===== config.mk =====
export PLATFORM = sky130hd
export DESIGN_NAME = mux_scan_capture
export DESIGN_NICKNAME = d
export VERILOG_FILES = /design/src/rtl/mux_scan_capture.sv
export SDC_FILE = /design/constraint.sdc
export NUM_CORES = 1
export LEC_CHECK = 0
export ABC_AREA = 1
export CORE_MARGIN = 2
export CORE_UTILIZATION = 35
export CTS_CLUSTER_DIAMETER = 200
export DETAILED_ROUTE_END_ITERATION = 8
export SLEW_MARGIN = 20
export SYNTH_ARGS = -nofsm -noshare
export SYNTH_HDL_FRONTEND = slang
export SYNTH_SLANG_ARGS = --single-unit

===== constraint.sdc =====
create_clock -name clk -period 1.37 [get_ports clk]
set_input_delay 0.2055 -clock clk [delete_from_list [all_inputs] [get_ports clk]]
set_output_delay 0.2055 -clock clk [all_outputs]
set_load 0.01 [all_outputs]

===== src/rtl/mux_scan_capture.sv =====
// Scan controller around a 4:1 bit mux: steps the select through channels 0..3,
// samples the mux output per channel and presents the assembled word on valid/ready.
module mux_scan_capture #(
    parameter int SETTLE_CYCLES = 1
) (
    input  logic       clk,
    input  logic       rst,
    input  logic       start,
    input  logic       mux_o,
    output logic [1:0] sel,
    output logic       busy,
    output logic [3:0] data_out,
    output logic       valid,
    input  logic       ready
);

    localparam int CW = (SETTLE_CYCLES > 1) ? $clog2(SETTLE_CYCLES) : 1;
    localparam logic [CW-1:0] CNT_MAX = CW'(SETTLE_CYCLES - 1);

    typedef enum logic [1:0] {
        IDLE = 2'd0,
        SCAN = 2'd1,
        DONE = 2'd2
    } state_t;

    state_t        state_r, state_s;
    logic [CW-1:0] cnt_r, cnt_s;
    logic [1:0]    sel_r, sel_s;
    logic [2:0]    shadow_r, shadow_s;
    logic [3:0]    data_r, data_s;
    logic          valid_r, valid_s;
    logic          busy_r, busy_s;

    // State and output registers; reset overrides every other input
    always_ff @(posedge clk) begin
        if (rst) begin
            state_r  <= IDLE;
            cnt_r    <= '0;
            sel_r    <= 2'b00;
            shadow_r <= 3'b000;
            data_r   <= 4'b0000;
            valid_r  <= 1'b0;
            busy_r   <= 1'b0;
        end else begin
            state_r  <= state_s;
            cnt_r    <= cnt_s;
            sel_r    <= sel_s;
            shadow_r <= shadow_s;
            data_r   <= data_s;
            valid_r  <= valid_s;
            busy_r   <= busy_s;
        end
    end

    // Next-state and next-output logic for the scan sequence
    always_comb begin
        state_s  = state_r;
        cnt_s    = cnt_r;
        sel_s    = sel_r;
        shadow_s = shadow_r;
        data_s   = data_r;
        valid_s  = valid_r;
        busy_s   = busy_r;
        case (state_r)
            IDLE: begin
                if (start) begin
                    state_s = SCAN;
                    sel_s   = 2'b00;
                    cnt_s   = '0;
                    busy_s  = 1'b1;
                end else begin
                    valid_s = 1'b0;
                    busy_s  = 1'b0;
                end
            end
            SCAN: begin
                if (cnt_r == CNT_MAX) begin
                    cnt_s = '0;
                    if (sel_r == 2'd3) begin
                        // Last channel goes straight into the word, bypassing the shadow
                        data_s  = {mux_o, shadow_r};
                        valid_s = 1'b1;
                        busy_s  = 1'b0;
                        sel_s   = 2'b00;
                        state_s = DONE;
                    end else begin
                        case (sel_r)
                            2'd0:    shadow_s[0] = mux_o;
                            2'd1:    shadow_s[1] = mux_o;
                            2'd2:    shadow_s[2] = mux_o;
                            default: shadow_s    = shadow_r;
                        endcase
                        sel_s = sel_r + 2'd1;
                    end
                end else begin
                    cnt_s = cnt_r + CW'(1);
                end
            end
            DONE: begin
                if (valid_r && ready) begin
                    valid_s = 1'b0;
                    if (start) begin
                        state_s = SCAN;
                        sel_s   = 2'b00;
                        cnt_s   = '0;
                        busy_s  = 1'b1;
                    end else begin
                        state_s = IDLE;
                    end
                end else begin
                    sel_s = 2'b00;
                end
            end
            default: begin
                state_s = IDLE;
                cnt_s   = '0;
                sel_s   = 2'b00;
                valid_s = 1'b0;
                busy_s  = 1'b0;
            end
        endcase
    end

    assign sel      = sel_r;
    assign busy     = busy_r;
    assign data_out = data_r;
    assign valid    = valid_r;

endmodule


==> impl_metrics.yaml, run 1 <==
clocking:
  cts_root_buf: "clkbuf_4"
  cts_tree: "yes"
  cts_buffers: 3
  clk_pin_slew_ns: 0.08
  h-tree-depth: 1
  cts_setup_buffers: 0
  clk_latency_ns: 0.27
  clockBufferDepth: 2
  clock-sinks: 13
min_path:
  hold_path_depth: 2
  hp-class: "reg2reg"
cells_and_area:
  final_layout_size_suffix_gt1_share_pct: 15.1
  fin_nets: 103
  finalInstanceArea_um2: 785
  final_cells: 109
  multiInputGateArea_um2: 302
  area_delta_synth_final_pct: 32.6
  seqCellArea_um2: 263
  diodes: 0
  fill_cells: 155
timing:
  slew_headroom_pct: 81.3
  maxSlewViolCount: 0
  fin_crit_ns: 1.20
  worst_pin_slew_ns: 0.280
  fin_skew_ns: 0.00508
  timing.setup.tns_ns: 0
  setup_viol: 0
  hold_viol_final: 0
  max_freq_ghz: 0.831
  finalCritPeriodShare_pct: 87.9
  rsz0062_at_grt: "false"
place:
  gp_congestion: 0.749
  dp.cells: 105
  io_buffers: 12
  placed_cell_area_um2: 743
  dpl.hpwl_um: 879
drt:
  avgViaCountPerCell: 5.17
  antenna_left: 0
  drt_iter0_drc: 9
  drc: 0
  first_pass_iters: 5
  num_vias: 564
  wirelength_mm: 1.17
  wl_per_cell_um: 10.7
run_status:
  status: "completed"
worst_setup_path:
  cp_max_fo: 7
  critPathRequiredTime_ns: 1.57
  worstSetupPathType: "reg2reg"
  worstPathArrival_ns: 1.40
  ff2ff_path_depth: 6
  cp-start-kind: "flop"
  end_kind: "flop"
logic_synthesis:
  synthCells: 76
  ys_ff_latch: 13
  syn_area_um2: 592
  synth_nets: 85
  synth_seq_area_share_pct: 44.0
  avgSynthCellArea_um2: 7.79
  synth_top_family_by_area: "simple AND/OR/NAND/NOR gates"
  synthAdderAreaFrac_pct: 8.46
  yosysUniqueCellTypes: 15
  yosysWarnings: 0
  synth_simple_gate_area_share_pct: 28.5
  synthMuxAreaShare_pct: 0
  synth_xor_area_share_pct: 0
  synth_compound_area_share_pct: 14.0
job:
  cap_violations: 0
floorplan:
  num_io_pins: 13
  dieArea_um2: 2040
  initial_core_util_pct: 38.4
  core_area_um2: 1540
  die_h_um: 45.1
  fp-row-count: 14
  die_w_um: 45.1
global_routing:
  antenna_found_initial: 0
  overflow: 0
  grt_max_degree: 12
  grt_pass1_vias: 501
  grt_usage_pct: 13.3
  grt_first_pass_wirelength_mm: 1.99
power_and_ir_drop:
  power.leakage_nw: 0.419
  peakVddDrop_mv: 0.459
  pwr_density_cell_nw_per_um2: 948
## stage by stage
step	worst slack [ns]	utilization (%)	hold WS (ns)	power, mW
2_1_floorplan	0.0977	-	0.275	0.476
3_3_place_gp	0.171	48.2	0.446	0.520
4_1_cts	0.00109	49.9	0.465	0.749
5_1_grt	0.0893	50.9	0.476	0.786
6_report	0.166	50.9	0.458	0.744
3_5_place_dp	0.153	48.2	0.452	0.520
## final timing paths
| check | startpoint | endpoint | slack (ns) |
|---|---|---|---|
| hold / removal | data_out[0] | data_out[0] | 0.46 |
| setup / recovery | sel[0] | shadow_r[2] | 0.17 |
| setup reg to reg | sel[0] | shadow_r[2] | 0.17 |
| hold reg to reg | data_out[0] | data_out[0] | 0.46 |
## registers in the layout (all words and copies together) (netlist names)
signal    cells
data_out      4
shadow_r      3
sel           2
state_r       2
busy          1
valid         1
## synthesized netlist by cell type, drive strengths merged
cell	count	area share, %
nand2	18	13
a21oi	13	11
dfxtp	13	44
nand3	12	11
inv	7	4.4
ha	4	8.5
nor2	4	3.8
o21ai	2	1.7
a21boi	1	1.3
clkbuf	1	0.63
nand4	1	1.1
## cell usage in the layout, fill, tap and decap left out
| cell | count |
|---|---|
| nand2_1 | 17 |
| a21oi_1 | 13 |
| nand3_1 | 11 |
| dfxtp_1 | 11 |
| dlymetal6s2s_1 | 6 |
| inv_2 | 4 |
| ha_1 | 4 |
| clkdlybuf4s50_1 | 4 |
| inv_1 | 3 |
| nor2_1 | 3 |
| clkbuf_4 | 3 |
| o21ai_0 | 2 |
| dlygate4sd2_1 | 2 |
| buf_4 | 2 |
| dfxtp_2 | 2 |
| nand3_2 | 1 |
| nor2_4 | 1 |
| nand2_4 | 1 |
| nand4_1 | 1 |
| a21boi_1 | 1 |
| clkbuf_1 | 1 |
## per-layer routing
metal / wire, µm / vias up / track usage [%]
met2: 507 / 19 / 18.9
met5: 0 / - / 0
li1: - / 291 / -
met3: 82 / 2 / 2.40
met4: 5 / 0 / 7.06
met1: 572 / 252 / 19.1
## worst max-delay path, stage by stage (launching register included)
cell,delay [ns]
dfxtp_2,0.35
ha_1,0.23
inv_2,0.06
nand3_2,0.12
inv_2,0.14
nand3_1,0.08
a21oi_1,0.15
## report_power, final
part,internal [mW],leakage (nW),total [mW],switching [mW]
combinational,0.0446,0.298,0.102,0.0578
sequential,0.392,0.106,0.406,0.0149
clock,0.113,0.0150,0.235,0.123
## cell families after synthesis
family / after synthesis
simple gates: 35
buf+inv: 8
fa+ha+maj: 4
flops: 13
compound gates: 16
## area by class of cell
cell class                 count  area share, %
tap                           16           2.55
sequential                    13           33.5
clock buffer                   4           3.35
timing repair buffer          14           18.8
multi-input combinational     55           38.4
inverter                       7           3.35
## repair_timing
item	CTS	global route
endpoints found under the setup margin	2	6
resized for setup	4	6
hold buffers	0	0
(Power assumes the default switching activity.)
==> inputs of run 2 (changes only) <==
--- a/config.mk
+++ b/config.mk
@@ -8,6 +8,10 @@
 export ABC_AREA = 1
+export ABC_CLOCK_PERIOD_IN_PS = 1370
+export CELL_PAD_IN_SITES_DETAIL_PLACEMENT = 1
+export CELL_PAD_IN_SITES_GLOBAL_PLACEMENT = 1
 export CORE_MARGIN = 2
-export CORE_UTILIZATION = 35
+export CORE_UTILIZATION = 34
 export CTS_CLUSTER_DIAMETER = 200
 export DETAILED_ROUTE_END_ITERATION = 8
+export PLACE_DENSITY_LB_ADDON = 0.1
 export SLEW_MARGIN = 20
==> constraint.sdc (replaced) <==
create_clock -name clk -period 1.37 [get_ports clk]
set_input_delay 0.274 -clock clk [delete_from_list [all_inputs] [get_ports clk]]
set_output_delay 0.274 -clock clk [all_outputs]
set_load 0.01 [all_outputs]
==> impl_metrics.yaml, run 2 (synthesized netlist as in run 1, its figures left out) <==
run_status:
  status: "completed"
drt:
  wirelength_mm: 1.40
  avgViaCountPerCell: 5.05
  wl_per_cell_um: 12.8
  drt_iter0_drc: 2
  num_vias: 556
  drc: 0
  first_pass_iters: 2
  antenna_left: 0
cells_and_area:
  diodes: 0
  final_cell_mix: "17 x nand2_1, 13 x a21oi_1, 11 x nand3_1, 11 x dfxtp_1, 8 x dlygate4sd2_1"
  final_common_cell: "nand2_1"
  area_delta_synth_final_pct: 29.0
  fin_nets: 103
  largest_reg_flops: 4
  final_cells: 110
  fill_cells: 227
  final_layout_size_suffix_gt1_share_pct: 15.1
  finalInstanceArea_um2: 763
clocking:
  clk_latency_ns: 0.28
  clock-sinks: 13
  cts_root_buf: "clkbuf_4"
  cts_buffers: 3
  cts_tree: "yes"
  clk_pin_slew_ns: 0.08
  h-tree-depth: 1
  cts_setup_buffers: 0
  clockBufferDepth: 2
timing:
  slew_headroom_pct: 79.9
  worst_pin_slew_ns: 0.302
  rsz0062_at_grt: "false"
  setup_viol: 0
  timing.setup.tns_ns: 0
  fin_crit_ns: 1.21
  holdWs_ns: 0.459
  fin_skew_ns: 0.00425
  hold_viol_final: 0
  maxSlewViolCount: 0
  finalCritPeriodShare_pct: 88.6
  max_freq_ghz: 0.824
min_path:
  hp-class: "reg2reg"
global_routing:
  grt_max_degree: 12
  grt_pass1_vias: 538
  overflow: 0
  grt_first_pass_wirelength_mm: 2.40
  grt_usage_pct: 16.5
  antenna_found_initial: 0
place:
  dp.cells: 106
  gp_congestion: 0.747
  io_buffers: 12
  placed_cell_area_um2: 744
  dpl.hpwl_mm: 1.04
power_and_ir_drop:
  internal_power_mw: 0.548
  seq_power_share_pct: 54.5
  power.share.clock_pct: 31.5
  peakVddDrop_mv: 0.476
  swShare_pct: 26.6
  p_sw_mw: 0.198
  pwr_density_cell_nw_per_um2: 979
  combPwrFrac_pct: 14.0
  power.leakage_nw: 0.337
floorplan:
  die_h_um: 45.7
  core_area_um2: 1690
  num_io_pins: 13
  die_w_um: 45.7
  dieArea_um2: 2090
  fp-row-count: 15
  initial_core_util_pct: 35.0
worst_setup_path:
  crit_family: "flip-flops"
  cp_cell_sequence: "dlygate4sd2_1"
  end_kind: "output port"
  crit_buf_inv: 1
  worstPathArrival_ns: 0.94
  worstSetupPathType: "reg2out"
  slowest_delay_ns: 0.38
  cp-start-kind: "flop"
  critPathRequiredTime_ns: 1.10
  slowest_stage: "dfxtp_2"
  cp_max_fo: 5
job:
  cap_violations: 0
## run 2: changes by cell type in the layout (fill, tap and decap cells not counted), sizes merged
cell,change
dlymetal6s2s,-6
dlygate4sd2,+6
## run 2: final cells by class
cell class | instances | area [µm²] | area share (%)
inverters | 7 | 26.3 | 3.44
multi-input cells | 55 | 302 | 39.5
flip-flops and latches | 13 | 263 | 34.4
well taps | 17 | 21.3 | 2.79
repair buffers | 14 | 125 | 16.4
clock buffers | 4 | 26.3 | 3.44
## run 2: repair_timing
item	in CTS	in global routing
endpoints found under the setup margin	8	0
gates resized for setup	10	0
hold buffers	0	0
## run 2: path summary, 6_finish.rpt
| path | cells after the start | startpoint | slack, ns | endpoint |
|---|---|---|---|---|
| worst max-delay path | 1 | sel[1] | 0.16 | sel[1] |
| worst min-delay path | 2 | data_out[0] | 0.46 | data_out[0] |
| worst max register to register | 6 | sel[0] | 0.18 | shadow_r[0] |
| worst min register to register | 2 | data_out[0] | 0.46 | data_out[0] |
## run 2: stage by stage
stage	setup slack, ns	util (%)	power [mW]
floorplan	0.0977	-	0.476
global placement	0.111	44.1	0.523
detailed placement	0.0815	44.1	0.524
CTS	0.139	45.2	0.760
global route	0.0664	45.2	0.796
finish	0.156	45.2	0.747
## run 2: power by group through the flow
stage | sequential, mW | combinational (mW) | clock [mW]
2_1_floorplan | 0.415 | 0.0615 | 0
3_3_place_gp | 0.416 | 0.107 | 0
3_5_place_dp | 0.415 | 0.109 | 0
4_1_cts | 0.407 | 0.106 | 0.246
5_1_grt | 0.410 | 0.119 | 0.267
6_report | 0.407 | 0.105 | 0.235
## run 2: layer usage
| metal | up-vias | track usage [%] | wire (µm) |
|---|---|---|---|
| met5 | - | 0 | 0 |
| met4 | 0 | 6.86 | 23 |
| met3 | 5 | 5.95 | 59 |
| met2 | 10 | 26.2 | 628 |
| met1 | 254 | 20.1 | 691 |
| li1 | 287 | - | - |
## run 2: worst min-delay path, cell delays in order (launching register included)
cell	delay [ns]
dfxtp_1	0.31
nand2_1	0.06
a21oi_1	0.05
==> inputs of run 3 (changes only) <==
- CTS_CLUSTER_DIAMETER: 200 -> default
==> results of run 3 <==
Same layout as run 2: the final DEF is identical, and so are final timing and power.
